==> src/rtl/bus_out_sequencer.sv <==
// ---------------------------------------------------------------------------
// bus_out_sequencer
//
// Takes a multi-source bus-drive request and grants the shared bus to one
// source at a time, lowest index first, each for HOLD consecutive cycles.
// It feeds the bus-select priority encoder. Bit order of req_vec and out_en:
// 0-15 R0out..R15out, 16 HIout, 17 LOout, 18 Zhighout, 19 Zlowout,
// 20 PCout, 21 MDRout, 22 In_Portout, 23 Cout.
//
// Parameters
//   N_SRC   number of bus sources (<= 31)
//   HOLD    cycles each granted source drives the bus (1..15)
//
// Ports
//   clock    in   system clock, rising edge
//   clear    in   synchronous active-high reset
//   start    in   request strobe, accepted only while ready=1
//   req_vec  in   set of sources to drive
//   abort    in   cancel a sequence in progress (ignored outside GRANT)
//   ready    out  idle, will accept start
//   out_en   out  one-hot (or zero) out-enable to the encoder inputs
//   src_id   out  index of the granted source, 31 when none
//   done     out  one-cycle pulse on normal completion
//
// State table
//   state | meaning
//   IDLE  | waiting for start, ready=1
//   GRANT | lowest pending source drives the bus
//   DONE  | one-cycle completion pulse, then back to IDLE
// ---------------------------------------------------------------------------
module bus_out_sequencer #(
    parameter int N_SRC = 24,
    parameter int HOLD  = 1
) (
    input  logic             clock,
    input  logic             clear,
    input  logic             start,
    input  logic [N_SRC-1:0] req_vec,
    input  logic             abort,
    output logic             ready,
    output logic [N_SRC-1:0] out_en,
    output logic [4:0]       src_id,
    output logic             done
);

    typedef enum logic [1:0] {
        IDLE  = 2'd0,
        GRANT = 2'd1,
        DONE  = 2'd2
    } state_t;

    localparam logic [3:0] HOLD_LAST = 4'(HOLD - 1);
    localparam logic [4:0] NO_SRC    = 5'd31;

    state_t           state_q,    state_d;
    logic [N_SRC-1:0] pending_q,  pending_d;
    logic [3:0]       hold_cnt_q, hold_cnt_d;
    logic             ready_q,    ready_d;
    logic [N_SRC-1:0] out_en_q,   out_en_d;
    logic [4:0]       src_id_q,   src_id_d;
    logic             done_q,     done_d;

    // Isolate the lowest set bit: two's-complement trick.
    function automatic logic [N_SRC-1:0] lowest_bit(input logic [N_SRC-1:0] v);
        return v & (~v + {{(N_SRC-1){1'b0}}, 1'b1});
    endfunction

    function automatic logic [4:0] lowest_idx(input logic [N_SRC-1:0] v);
        logic [4:0] idx;
        idx = NO_SRC;
        for (int i = N_SRC - 1; i >= 0; i--) begin
            if (v[i]) idx = 5'(i);
        end
        return idx;
    endfunction

    always_comb begin
        state_d    = state_q;
        pending_d  = pending_q;
        hold_cnt_d = hold_cnt_q;

        case (state_q)
            IDLE: begin
                if (start) begin
                    pending_d  = req_vec;
                    hold_cnt_d = 4'd0;
                    state_d    = (req_vec != '0) ? GRANT : DONE;
                end
            end
            GRANT: begin
                if (abort) begin
                    state_d    = IDLE;
                    pending_d  = '0;
                    hold_cnt_d = 4'd0;
                end else if (hold_cnt_q == HOLD_LAST) begin
                    pending_d  = pending_q & ~lowest_bit(pending_q);
                    hold_cnt_d = 4'd0;
                    if (pending_d == '0) state_d = DONE;
                end else begin
                    hold_cnt_d = hold_cnt_q + 4'd1;
                end
            end
            DONE: begin
                state_d = IDLE;
            end
            default: begin
                state_d    = IDLE;
                pending_d  = '0;
                hold_cnt_d = 4'd0;
            end
        endcase

        // Outputs are registered: decode them from the next state so they
        // line up with the state they describe.
        ready_d  = (state_d == IDLE);
        done_d   = (state_d == DONE);
        out_en_d = '0;
        src_id_d = NO_SRC;
        if (state_d == GRANT) begin
            out_en_d = lowest_bit(pending_d);
            src_id_d = lowest_idx(pending_d);
        end
    end

    always_ff @(posedge clock) begin
        if (clear) begin
            state_q    <= IDLE;
            pending_q  <= '0;
            hold_cnt_q <= 4'd0;
            ready_q    <= 1'b1;
            out_en_q   <= '0;
            src_id_q   <= NO_SRC;
            done_q     <= 1'b0;
        end else begin
            state_q    <= state_d;
            pending_q  <= pending_d;
            hold_cnt_q <= hold_cnt_d;
            ready_q    <= ready_d;
            out_en_q   <= out_en_d;
            src_id_q   <= src_id_d;
            done_q     <= done_d;
        end
    end

    assign ready  = ready_q;
    assign out_en = out_en_q;
    assign src_id = src_id_q;
    assign done   = done_q;

endmodule

==> config.mk <==
export PLATFORM = sky130hd
export DESIGN_NAME = bus_out_sequencer
export DESIGN_NICKNAME = d
export VERILOG_FILES = /design/src/rtl/bus_out_sequencer.sv
export SDC_FILE = /design/constraint.sdc
export NUM_CORES = 1
export LEC_CHECK = 0
export ABC_AREA = 1
export BUFFER_PORTS_ARGS = -buffer_cell sky130_fd_sc_hd__buf_2
export CORE_UTILIZATION = 55
export DETAILED_ROUTE_END_ITERATION = 7
export PLACE_DENSITY = 0.77
export REMOVE_ABC_BUFFERS = 1
export SLEW_MARGIN = 20
export SYNTH_ARGS = -nofsm -noshare
export SYNTH_HDL_FRONTEND = slang
export SYNTH_SLANG_ARGS = --single-unit
==> constraint.sdc <==
create_clock -name clock -period 3.2 [get_ports clock]
set_input_delay 0.64 -clock clock [delete_from_list [all_inputs] [get_ports clock]]
set_output_delay 0.64 -clock clock [all_outputs]
set_load 0.02 [all_outputs]
After elaboration in Yosys (flattened, before gate mapping)
Index checks and enable logic that the tools add are counted.
{"block": "totals", "register_bits": 61, "in_bits": 28, "out_inout_bits": 31, "wordCells": 68}
{"block": "classes", "n_addsub": 3, "n_eq_ne": 5, "n_mux": 38, "n_bitwise": 8, "reduce_logical": 7}
{"cell": "two-way mux 5 bit", "n": 23}
{"cell": "bitwise AND 24 bit", "n": 3}
{"cell": "two-way mux 24 bit", "n": 3}
{"cell": "inverter 24 bit", "n": 3}
{"cell": "case mux 24 bit (3 select lines)", "n": 1}
{"cell": "adder 24 x 1 -> 24 bit (second input constant)", "n": 2}
{"cell": "logical NOT 24 bit", "n": 1}
{"cell": "nonzero test 24 bit", "n": 1}
{"cell": "two-way mux 4 bit", "n": 4}
{"cell": "case mux 4 bit (3 select lines)", "n": 1}
{"cell": "two-way mux 2 bit", "n": 5}
{"cell": "adder 4 x 1 -> 4 bit (second input constant)", "n": 1}
{"cell": "equality test 2 x 1 -> 1 bit (second input constant)", "n": 2}
{"cell": "equality test 2 bit (second input constant)", "n": 2}
{"cell": "logical NOT 2 bit", "n": 2}
{"cell": "logical NOT 4 bit", "n": 1}
{"cell": "case mux 2 bit (2 select lines)", "n": 1}
{"cell": "inequality test 2 bit (second input constant)", "n": 1}
{"cell": "inverter 1 bit", "n": 2}
{"cell": "AND reduction 2 bit", "n": 1}
{"cell": "OR reduction 2 bit", "n": 1}

Longest topological paths before layout
{"block": "depth", "word_depth": 32, "depth_mapped": 27, "depth_no_buf": 27}

Worst setup path after synthesis
OpenSTA, ideal clock, no wires.
{"block": "synth_timing", "path_kind": "input port to flip-flop", "start": "in start", "end": "reg out_en_q[22] (netlist: out_en[22])", "setup_time_ns": 0.073, "t_arrival_ns": 2.421, "required_ns": 3.127, "setup_slack_ns": 0.706, "stages": 15, "n_path_buf": 2, "cell_sequence": "buf_2 > inv_1 > clkbuf_1 > nand2_1 > a31oi_4 > inv_2 > nor2_4 > nand3_2 > nor2_4 > nand2_2 > a21oi_2 > nand2_2 > nor2_4 > nand3_1 > nor3_2"}
{"block": "synth_via", "elab_chain_cells": 5, "elab_cells_between_ends": 10, "cone_classes": "1 x add/sub; 1 x eq/ne; 4 x mux; 3 x bitwise; 1 x reduce/logical"}
{"element": "from (decl)", "line": "37", "rtl": "input logic start,"}
{"element": "two-way mux 24 bit / two-way mux 2 bit (equally long branches)", "line": "84", "rtl": "if (start) begin"}
{"element": "case mux 24 bit (3 select lines) / case mux 2 bit (2 select lines) (equally long branches)", "line": "82", "rtl": "case (state_q)"}
{"element": "inverter 24 bit / equality test 2 x 1 -> 1 bit (equally long branches)", "line": "65, 119"}
{"element": "adder 24 x 1 -> 24 bit / inverter 1 bit (equally long branches)"}
{"element": "bitwise AND 24 bit / OR reduction 2 bit (equally long branches)"}
{"element": "to (signal assigned)", "line": "139", "rtl": "out_en_q <= out_en_d;"}
{"element": "to (decl)", "line": "59", "rtl": "logic [N_SRC-1:0] out_en_q, out_en_d;"}
Parallel ways exist; a longest one is shown, timed or not.
A chain may end at the register's enable or synchronous reset.

Worst setup path in the final report
{"block": "layout_timing", "start": "reg pending_q[1]", "end": "reg src_id_q[1] (netlist: src_id[1])"}
{"block": "layout_via", "elab_chain_cells": 31, "elab_cells_between_ends": 40, "cone_classes": "1 x add/sub; 1 x eq/ne; 31 x mux; 5 x bitwise; 2 x reduce/logical"}
{"element": "from (decl)", "line": "56", "rtl": "logic [N_SRC-1:0] pending_q, pending_d;"}
{"element": "from (signal assigned)", "line": "136", "rtl": "pending_q <= pending_d;"}
{"element": "inverter 24 bit", "line": "65", "rtl": "return v & (~v + {{(N_SRC-1){1'b0}}, 1'b1});"}
{"element": "adder 24 x 1 -> 24 bit", "line": "65"}
{"element": "bitwise AND 24 bit", "line": "65"}
{"element": "inverter 24 bit", "line": "96", "rtl": "pending_d = pending_q & ~lowest_bit(pending_q);"}
{"element": "bitwise AND 24 bit", "line": "96"}
{"element": "two-way mux 24 bit", "line": "95", "rtl": "end else if (hold_cnt_q == HOLD_LAST) begin"}
{"element": "two-way mux 24 bit", "line": "91", "rtl": "if (abort) begin"}
{"element": "case mux 24 bit (3 select lines)", "line": "82"}
{"element": "two-way mux 5 bit (23 in series)", "line": "72", "rtl": "if (v[i]) idx = 5'(i);"}
{"element": "to (signal assigned)", "line": "140", "rtl": "src_id_q <= src_id_d;"}
{"element": "to (decl)", "line": "60", "rtl": "logic [4:0] src_id_q, src_id_d;"}
Parallel ways exist; a longest one is shown, timed or not.

==> reports/metrics.yaml <==
status:
  status: "finished, final reports clean"
min_path:
  holdCritPathClass: "reg2reg"
  min_from: "hold_cnt_q[1]$_SDFFE_PP0P_"
  hold_end: "hold_cnt_q[1]$_SDFFE_PP0P_"
  holdPathStages: 2
power:
  ir_drop_v: 0.000463
  power_density_nw_per_um2: 534
  leakage_nw: 2.03
  total_power_w: 0.00216
place:
  port_buffers: 58
  routabilityCongestion: 0.988
  dp_hpwl_um: 8680
  dp.cells: 661
synthesis:
  synth_flop_cell: "dfxtp_1"
  synth_area_per_cell_um2: 6.48
  async_flop_share_pct: 0
  synthTopCellsByCount: "109 x nand2_1, 108 x nor2_1, 67 x inv_1"
  ys_warn_count: 0
  syn-instance-count: 525
  synth_largest_area_cell: "dfxtp_1"
  synth-edff-count: 0
  syn_area_um2: 3400
  synth_area_leaders: "dfxtp_1 36%, nand2_1 12%, nor2_1 12%"
  ys_seq_area_share_pct: 35.9
  yosys_register_bits: 61
  synth_cell_types: 40
  yosys.area.top_type_share_pct: 35.9
  yosysMostFrequentCell: "nand2_1"
setup_path:
  endpoint_kind: "flop"
  r2r_slack_ns: 0.16
  crit_type: "reg2reg"
  critPathLaunch: "pending_q[1]$_SDFF_PP0_"
  r2r_start: "pending_q[1]$_SDFF_PP0_"
  ff2ff_path_depth: 16
  slowest_delay_ns: 0.45
  startpoint_type: "flop"
  arrival_ns: 3.27
  cp_common_cell: "nand2_1"
  required_ns: 3.43
  crit_chain: "nor2_1 -> inv_1 -> nor2_1 -> nand2_1 -> inv_1 -> nand2_1 -> nand2_1 -> nand3_1 -> a22oi_1 -> nand2_1 -> a21oi_1 -> nor2_1 -> o21ai_0 -> a21oi_1 -> o21ai_0 -> nand2_1"
  crit_slowest_cell: "a22oi_1"
  crit_buf_inv: 2
  rr_endpoint: "src_id[1]$_SDFF_PP1_"
  path_delay_family: "simple AND/OR/NAND/NOR gates"
  cp_max_fo: 6
routing:
  first_iter_violations: 353
  post_drt_wl_per_cell_um: 16.6
  firstDrtPassIters: 5
  ant_nets: 0
  drt-vias-per-instance: 5.54
  wl_um: 11200
  drcViolationCount: 0
  vias: 3753
floorplan:
  coreArea_um2: 5960
  pin_count: 59
  start_util_pct: 57.2
  num_rows: 28
  dieArea_um2: 6510
  die_w_um: 80.7
  die_h_um: 80.7
timing:
  slew_headroom_pct: 32.6
  finalHoldViolations: 0
  rsz0062_at_grt: "false"
  finalCritPeriodShare_pct: 95.1
  fin_crit_ns: 3.04
  finClkSkew_ns: 0.00825
  slew_viol_final: 0
  setup_tns_ns: 0
  setup_violations: 0
  max_freq_ghz: 0.328
  tightest_slew_ns: 1.01
final_layout:
  layout-drive-gt1-share_pct: 20.9
  fin_cells: 677
  nNetsFinal: 627
  post-route-util_pct: 67.9
  antenna_cells: 0
  syn_to_final_growth_pct: 18.8
global_routing:
  grt_pass1_vias: 3421
  grt_pass1_wl_um: 17100
  antenna_found_initial: 0
  global_route.overflow_total: 0
  grt_start_max_net_pins: 31
  gr-usage-all-layers_pct: 36.2
clocking:
  clkTransAtPathRegs_ns: 0.07
  root_buffer: "clkbuf_8"
  numCtsBuffers: 9
  cts_buffer_depth: 2
  cts_tree: "done"
  cts.htree.levels: 3
  cts_hold_buf: 0
  clock-sinks: 61
  clock_latency_ns: 0.34
  post_cts_resized: 0
  postCtsSetupBuffers: 0
job:
  max_cap_viol_count: 0
[power by group]
part	internal [W]	switching, W
clock	0.000383	0.000323
sequential	0.000795	0.0000268
combinational	0.000200	0.000433
total	0.00138	0.000783
[kinds of logic (layout without fill, tap and decap cells)]
family | Yosys count | in the layout | share of synthesized area, %
AO/OA/AOI/OAI | 81 | 81 | 14.8
XOR/XNOR | 2 | 2 | 0.515
adder cells (fa/ha/maj) | 2 | 2 | 0.735
buffers and inverters | 89 | 166 | 9.96
flip-flops | 61 | 61 | 35.9
AND/OR/NAND/NOR | 290 | 290 | 38.1
[how the worst max path moves through the flow]
| stage | to | cells after the start |
|---|---|---|
| after floorplan | src_id[0]$_SDFF_PP1_ | 25 |
| final | src_id[1]$_SDFF_PP1_ | 16 |
| after global routing | src_id[1]$_SDFF_PP1_ | 16 |
| after global placement | src_id[0]$_SDFF_PP1_ | 25 |
| after detailed placement | out_en[21]$_SDFF_PP0_ | 17 |
| after CTS | src_id[1]$_SDFF_PP1_ | 16 |
[cell usage in the layout (no fill, tap or decap), types with 12 or more instances in the layout]
cell	count
a21oi_1	26
buf_2	58
nand3_1	23
o21ai_0	28
inv_1	67
nor2_1	108
dfxtp_1	61
nor3_1	14
buf_4	13
nand2_1	109
inv_2	12
[cell type report]
type,count,area [µm²]
Multi-Input combinational cell,375,1840
Clock buffer,11,141
Clock inverter,5,58.8
Fill cell,522,1910
Inverter,79,297
Sequential cell,61,1220
Tap cell,75,93.8
Timing Repair Buffer,71,388
[worst min-delay path, cell delays in order (launching register included)]
cell	delay, ns
dfxtp_1	0.34
nand2_1	0.08
a21oi_1	0.05
[registers in the layout, summed over array words and instances, names as in the netlist]
register and cells:
ready 1, done 1, hold_cnt_q 4, pending_q 24, src_id 5, state_q 2
out_en 24
[routing by layer]
| metal | routed length, µm | track usage [%] | up-vias |
|---|---|---|---|
| met3 | 986 | 5.80 | 35 |
| met4 | 333 | 17.7 | 0 |
| met2 | 4980 | 56.7 | 215 |
| met5 | 0 | 0 | - |
| met1 | 4920 | 48.0 | 1680 |
| li1 | - | - | 1823 |
[metrics by stage]
step / setup slack, ns / hold slack, ns / area, µm²
floorplan: 0.750 / 0.463 / 3360
finish: 0.155 / 0.518 / 4040
CTS: 0.285 / 0.513 / 4040
global placement: 0.258 / 0.489 / 3840
detailed placement: 0.230 / 0.505 / 3840
global route: 0.00972 / 0.557 / 4040
Note: power is estimated with default switching activity, not from simulation.
